--- config.mk ---
export PLATFORM = sky130hd
export DESIGN_NAME = fx_reg_slave
export DESIGN_NICKNAME = d
export VERILOG_FILES = /design/src/rtl/fx_reg_slave_pkg.sv /design/src/rtl/fx_reg_slave_w1c_bank.sv /design/src/rtl/fx_reg_slave.sv
export SDC_FILE = /design/constraint.sdc
export NUM_CORES = 1
export LEC_CHECK = 0
export ABC_AREA = 1
export CORE_MARGIN = 2
export CORE_UTILIZATION = 60
export CTS_BUF_LIST = sky130_fd_sc_hd__clkbuf_8
export DETAILED_ROUTE_END_ITERATION = 8
export DONT_BUFFER_PORTS = 1
export HOLD_SLACK_MARGIN = 0.05
export PLACE_DENSITY = 0.76
export SYNTH_ARGS = -nofsm -noshare
export SYNTH_HDL_FRONTEND = slang
export SYNTH_SLANG_ARGS = --single-unit
--- constraint.sdc ---
create_clock -name clk_sys -period 4.1 [get_ports clk_sys]
set_clock_uncertainty 0.05 [all_clocks]
set_input_delay 0.82 -clock clk_sys [delete_from_list [all_inputs] [get_ports clk_sys]]
set_output_delay 0.82 -clock clk_sys [all_outputs]
set_load 0.005 [all_outputs]
--- src/rtl/fx_reg_slave_pkg.sv ---
// fx bus register-slave shared definitions: bus widths, register offsets, window decode helper.
// Latency: n/a (constants and a pure function only).
// Backpressure: n/a; the fx bus has no flow control, every strobe is serviced in its cycle.
// Contents:
//   FX_AW / FX_DW      fx bus address / data widths
//   OFS_*              register offsets inside the 16-byte window
//   fx_in_window()     true when an address falls inside the window of a given base
package fx_reg_slave_pkg;

  localparam int FX_AW = 22;
  localparam int FX_DW = 8;

  // Register map inside the 16-byte window (offset = addr[3:0]).
  localparam logic [3:0] OFS_ID      = 4'h0;  // RO identification byte
  localparam logic [3:0] OFS_SCRATCH = 4'h1;  // RW scratch byte
  localparam logic [3:0] OFS_CFG_LO  = 4'h2;  // RW shadow low byte of config
  localparam logic [3:0] OFS_CFG_HI  = 4'h3;  // RW config high byte, write commits
  localparam logic [3:0] OFS_SNAP0   = 4'h4;  // RO snapshot byte 0, read relatches
  localparam logic [3:0] OFS_SNAP1   = 4'h5;  // RO snapshot byte 1
  localparam logic [3:0] OFS_SNAP2   = 4'h6;  // RO snapshot byte 2
  localparam logic [3:0] OFS_SNAP3   = 4'h7;  // RO snapshot byte 3
  localparam logic [3:0] OFS_CTL     = 4'h8;  // WO write-1-pulse control, reads 0
  localparam logic [3:0] OFS_IRQ     = 4'h9;  // R/W1C sticky event flags

  // The window is 16 bytes, so the low nibble of both operands is ignored.
  function automatic logic fx_in_window(input logic [FX_AW-1:0] addr,
                                        input logic [FX_AW-1:0] base);
    return addr[FX_AW-1:4] == base[FX_AW-1:4];
  endfunction

endpackage

--- src/rtl/fx_reg_slave_w1c_bank.sv ---
// 8-bit sticky event cell: per-bit set strobes, write-1-to-clear, with a registered OR.
// Latency: flags and o_any update on the edge that samples i_set / i_clr.
// Backpressure: none; set and clear are accepted every cycle, set wins over clear.
// Ports:
//   clk_sys  in   system clock, rising edge
//   rst      in   synchronous reset, active high (flags and o_any to 0)
//   i_set    in   per-bit set strobes
//   i_clr    in   per-bit clear mask (already qualified by the write decode)
//   o_flag   out  sticky flags
//   o_any    out  OR of the flags, registered on the same edge as the flags
module fx_w1c_bank #(
  parameter int W = 8
) (
  input  logic         clk_sys,
  input  logic         rst,
  input  logic [W-1:0] i_set,
  input  logic [W-1:0] i_clr,
  output logic [W-1:0] o_flag,
  output logic         o_any
);

  logic [W-1:0] r_flag;
  logic         r_any;
  logic [W-1:0] w_flag_nxt;

  // Clear is applied first and set ORed in afterwards so a new event is never lost.
  assign w_flag_nxt = (r_flag & ~i_clr) | i_set;

  always_ff @(posedge clk_sys) begin
    if (rst) begin
      r_flag <= '0;
      r_any  <= 1'b0;
    end else begin
      r_flag <= w_flag_nxt;
      r_any  <= |w_flag_nxt;
    end
  end

  assign o_flag = r_flag;
  assign o_any  = r_any;

endmodule

--- src/rtl/fx_reg_slave.sv ---
// fx bus register slave: ID, scratch, committed config word, coherent status snapshot, ctl pulses, W1C irq.
// Latency: writes act on the sampling edge; fx_q is valid one cycle after fx_rd and held until the next fx_rd.
// Backpressure: none; every fx_wr / fx_rd strobe is serviced in its cycle, including both together.
// Ports:
//   clk_sys, rst               clock and synchronous active-high reset
//   fx_waddr, fx_wr, fx_data   byte write port
//   fx_raddr, fx_rd, fx_q      byte read port, fx_q registered
//   cfg_q, cfg_upd             committed config word and its one-cycle update pulse
//   stat_in                    live 32-bit status, captured on reads of offset 0x4
//   ctl_pulse                  one-cycle pulses for bits written as 1 at offset 0x8
//   evt_in, irq_flag, irq      event strobes, sticky flags, registered OR of flags
module fx_reg_slave
  import fx_reg_slave_pkg::*;
#(
  parameter logic [FX_AW-1:0] BASE_ADDR = 22'h000100,
  parameter logic [FX_DW-1:0] ID_VAL    = 8'hA5,
  parameter logic [15:0]      CFG_RST   = 16'h0000
) (
  input  logic             clk_sys,
  input  logic             rst,
  input  logic [FX_AW-1:0] fx_waddr,
  input  logic             fx_wr,
  input  logic [FX_DW-1:0] fx_data,
  input  logic [FX_AW-1:0] fx_raddr,
  input  logic             fx_rd,
  output logic [FX_DW-1:0] fx_q,
  output logic [15:0]      cfg_q,
  output logic             cfg_upd,
  input  logic [31:0]      stat_in,
  output logic [7:0]       ctl_pulse,
  input  logic [7:0]       evt_in,
  output logic [7:0]       irq_flag,
  output logic             irq
);

  // ---------------------------------------------------------------- decode
  logic       w_wr_hit;
  logic       w_rd_hit;
  logic [3:0] w_wofs;
  logic [3:0] w_rofs;

  assign w_wr_hit = fx_wr & fx_in_window(fx_waddr, BASE_ADDR);
  assign w_rd_hit = fx_rd & fx_in_window(fx_raddr, BASE_ADDR);
  assign w_wofs   = fx_waddr[3:0];
  assign w_rofs   = fx_raddr[3:0];

  // ---------------------------------------------------------------- state
  logic [FX_DW-1:0] r_fx_q;
  logic [FX_DW-1:0] r_scratch;
  logic [15:0]      r_shadow;
  logic [15:0]      r_cfg_q;
  logic             r_cfg_upd;
  logic [31:0]      r_snap;
  logic [7:0]       r_ctl_pulse;

  logic [7:0]       w_irq_clr;
  logic [7:0]       w_irq_flag;
  logic             w_irq;
  logic [FX_DW-1:0] w_rd_dat;

  // ---------------------------------------------------------------- read mux
  // Built from the current register values only, so a write in the same
  // cycle is never visible to the read (read-before-write). Offset 0x4
  // returns the live status byte because the snapshot is being loaded on
  // this very edge.
  always_comb begin
    w_rd_dat = '0;
    if (w_rd_hit) begin
      case (w_rofs)
        OFS_ID:      w_rd_dat = ID_VAL;
        OFS_SCRATCH: w_rd_dat = r_scratch;
        OFS_CFG_LO:  w_rd_dat = r_shadow[7:0];
        OFS_CFG_HI:  w_rd_dat = r_cfg_q[15:8];
        OFS_SNAP0:   w_rd_dat = stat_in[7:0];
        OFS_SNAP1:   w_rd_dat = r_snap[15:8];
        OFS_SNAP2:   w_rd_dat = r_snap[23:16];
        OFS_SNAP3:   w_rd_dat = r_snap[31:24];
        OFS_IRQ:     w_rd_dat = w_irq_flag;
        default:     w_rd_dat = '0;  // ctl is write-only, 0xA-0xF reserved
      endcase
    end
  end

  // ---------------------------------------------------------------- registers
  always_ff @(posedge clk_sys) begin
    if (rst) begin
      r_fx_q      <= '0;
      r_scratch   <= '0;
      r_shadow    <= CFG_RST;
      r_cfg_q     <= CFG_RST;
      r_cfg_upd   <= 1'b0;
      r_snap      <= '0;
      r_ctl_pulse <= '0;
    end else begin
      r_cfg_upd   <= 1'b0;
      r_ctl_pulse <= '0;

      // Any read strobe reloads fx_q; misses and empty offsets load 0.
      if (fx_rd) begin
        r_fx_q <= w_rd_dat;
      end

      // Capturing the full word on byte 0 keeps a 0x4..0x7 read sequence
      // coherent even though stat_in keeps moving.
      if (w_rd_hit && (w_rofs == OFS_SNAP0)) begin
        r_snap <= stat_in;
      end

      if (w_wr_hit) begin
        case (w_wofs)
          OFS_SCRATCH: r_scratch <= fx_data;
          OFS_CFG_LO:  r_shadow[7:0] <= fx_data;
          OFS_CFG_HI: begin
            // High-byte write commits the whole word in one step.
            r_cfg_q         <= {fx_data, r_shadow[7:0]};
            r_shadow[15:8]  <= fx_data;
            r_cfg_upd       <= 1'b1;
          end
          OFS_CTL:     r_ctl_pulse <= fx_data;
          default:     ;  // RO, W1C (handled in the bank) and reserved
        endcase
      end
    end
  end

  // ---------------------------------------------------------------- irq bank
  assign w_irq_clr = (w_wr_hit && (w_wofs == OFS_IRQ)) ? fx_data : 8'h00;

  fx_w1c_bank #(
    .W (8)
  ) u_irq_bank (
    .clk_sys (clk_sys),
    .rst     (rst),
    .i_set   (evt_in),
    .i_clr   (w_irq_clr),
    .o_flag  (w_irq_flag),
    .o_any   (w_irq)
  );

  // ---------------------------------------------------------------- outputs
  assign fx_q      = r_fx_q;
  assign cfg_q     = r_cfg_q;
  assign cfg_upd   = r_cfg_upd;
  assign ctl_pulse = r_ctl_pulse;
  assign irq_flag  = w_irq_flag;
  assign irq       = w_irq;

endmodule

==> results.json <==
{
  "relSlewSlack": 0.332,
  "std_cell_rows": 28,
  "async_flop_share": 0,
  "place.detailed.hpwl_um": 7360,
  "die-area_mm2": 0.00696,
  "overflow": 0,
  "antenna_left": 0,
  "clock.fmax_mhz": 406,
  "cap_violations": 0,
  "clk_pin_slew_ns": 0.09,
  "path_class": "in -> reg",
  "io_buffers": 0,
  "coreArea_mm2": 0.00603,
  "sw_frac_of_total": 0.258,
  "layout-drive-gt1-share": 0.0925,
  "p_per_area_mw_per_mm2": 377,
  "cts_tree": "yes",
  "io_pins": 138,
  "worst_setup_path_end_kind": "flop",
  "cp.required_ns": 4.31,
  "crit_fanout": 24,
  "grt_use_total": 0.284,
  "ys_seq_elements": 82,
  "firstDrtPassIters": 7,
  "worst_pin_slew_ns": 0.999,
  "htreeDepth": 3,
  "worstSetupStartpointType": "primary input",
  "grt_setup_unrepaired": "false",
  "status": "completed",
  "seqPwrFrac": 0.539,
  "numCtsBuffers": 9,
  "peakVddDrop_mv": 0.379,
  "synth.distinct_cells": 33,
  "grt_max_degree": 50,
  "power_leakage_nw": 1.56,
  "netSwitchingPower_uw": 388,
  "numClockSinks": 82,
  "fin_ws_ns": 1.63,
  "p_int_mw": 1.12,
  "grt_pass1_wl_um": 15700,
  "fin_crit_sh": 0.601,
  "die_w_um": 83.4,
  "synthesis.area_mm2": 0.00379,
  "synthesis.yosys.warnings": 0,
  "clock-root-buffer": "clkbuf_8",
  "syn-num-nets": 617,
  "drc": 0,
  "post-cts-setup-buffers": 0,
  "synth.avg_cell_area_um2": 7.27,
  "drt-wirelength-per-cell_um": 16.9,
  "fin_setup_tns_ns": 0,
  "antenna_found_initial": 0,
  "wl_um": 10100,
  "synth-seq-area-share": 0.434,
  "dieHeight_um": 83.4,
  "min_period_ns": 2.47,
  "gp_congestion": 0.906,
  "final_common_cell": "dfxtp_1",
  "combPwrFrac": 0.049,
  "clock_latency_ns": 0.37,
  "grt_pass1_vias": 3204,
  "drtIter0Drc": 222,
  "clk_path_buf_depth": 2,
  "nets": 610,
  "cts_hold_buf": 0,
  "synthCells": 521,
  "hold_viol": 0,
  "min_path_type": "reg -> reg",
  "synthToLayoutAreaGrowth_pct": 5.42,
  "dp_slack_ns": 1.27,
  "final_core_util": 0.662,
  "vias_per_cell": 5.93,
  "setup_violations": 0,
  "critPathArrivalTime_ns": 2.68,
  "vias": 3525,
  "final_cell_mix": "82 x dfxtp_1, 81 x nand2_1, 58 x nor2_1, 56 x inv_1, 45 x a21oi_1",
  "ctsResizeCount": 0,
  "clkPwrFrac": 0.413,
  "ys.flop_type": "dfxtp_1",
  "start_util": 0.628,
  "final_max_slew_viol_count": 0,
  "diodes": 0,
  "synth_edf_count": 0
}
## metrics by stage
step / total power, mW / instances / hold WS [ns] / cell area [um^2]
2_1_floorplan: 0.886 / 521 / 0.400 / 3790
4_1_cts: 1.51 / 594 / 0.432 / 3990
6_report: 1.50 / 594 / 0.427 / 3990
3_5_place_dp: 0.900 / 578 / 0.420 / 3780
5_1_grt: 1.55 / 594 / 0.442 / 3990
3_3_place_gp: 0.899 / 578 / 0.415 / 3780
## power by group through the flow
stage / registers, mW / logic (mW) / clock network, mW
global route: 0.811 / 0.0824 / 0.657
global placement: 0.828 / 0.0707 / 0
detailed placement: 0.828 / 0.0718 / 0
finish: 0.810 / 0.0731 / 0.620
CTS: 0.810 / 0.0719 / 0.624
floorplan: 0.825 / 0.0609 / 0
## worst max-delay path, cell delays in order
cell and delay, ns:
or2_1 0.24, nor4_2 0.26, nand4_1 0.82, nor3_1 0.44
nor2_1 0.09
## cell usage after synthesis, types with 2 or more instances
| cell | instances | area [um^2] |
|---|---|---|
| buf_4 | 3 | 22.5 |
| buf_2 | 4 | 20.0 |
| nor2_1 | 58 | 218 |
| inv_2 | 3 | 11.3 |
| nor2_2 | 15 | 93.8 |
| inv_1 | 56 | 210 |
| a211oi_2 | 2 | 25.0 |
| or2_1 | 2 | 12.5 |
| nand2_1 | 81 | 304 |
| nand4_1 | 19 | 119 |
| o21ai_1 | 40 | 200 |
| nor3_1 | 28 | 140 |
| o2111ai_1 | 7 | 61.3 |
| a21oi_1 | 45 | 225 |
| nand3b_1 | 3 | 22.5 |
| o22ai_1 | 3 | 18.8 |
| nand3_1 | 18 | 90.1 |
| clkbuf_1 | 10 | 37.5 |
| a211oi_1 | 7 | 52.6 |
| o21ai_0 | 15 | 75.1 |
| nor2_4 | 4 | 45.0 |
| dfxtp_1 | 82 | 1640 |
| buf_6 | 3 | 33.8 |
| nor4_1 | 4 | 25.0 |
## state kept, by name, summed over array words and instances (netlist names)
register	cells
cfg_upd	1
fx_q	8
r_snap	24
r_shadow	8
u_irq_bank.o_any	1
u_irq_bank.o_flag	8
ctl_pulse	8
cfg_q	16
r_scratch	8
## layout make-up
type	instances	area [um^2]
fillers	569	2030
multi-input cells	359	1810
flip-flops and latches	82	1640
inverters	59	221
clock buffers	9	124
well taps	75	93.8
clock inverters	7	82.6
repair buffers	3	22.5
## worst paths after layout
check / startpoint / end / slack, ns / cells after the start
setup / recovery: fx_raddr[5] / r_snap[21]$_SDFFE_PP0P_ / 1.63 / 5
hold / removal: fx_q[3]$_SDFFE_PP0P_ / fx_q[3]$_SDFFE_PP0P_ / 0.43 / 2
setup reg to reg: cfg_q[8]$_SDFFE_PP0P_ / fx_q[0]$_SDFFE_PP0P_ / 2.94 / 6
hold reg to reg: fx_q[3]$_SDFFE_PP0P_ / fx_q[3]$_SDFFE_PP0P_ / 0.43 / 2
## cells by family after synthesis
| group | Yosys count | share of synthesized area |
|---|---|---|
| flops | 82 | 0.434 |
| compound gates | 121 | 0.178 |
| buf+inv | 80 | 0.0896 |
| simple gates | 238 | 0.299 |
## routing by layer
metal	part of all wire	GRT usage
met1	0.42	0.369
met2	0.46	0.441
met3	0.10	0.100
met4	0.023	0.0997
met5	0	0
No activity file was read; power rests on OpenSTA's default activity.
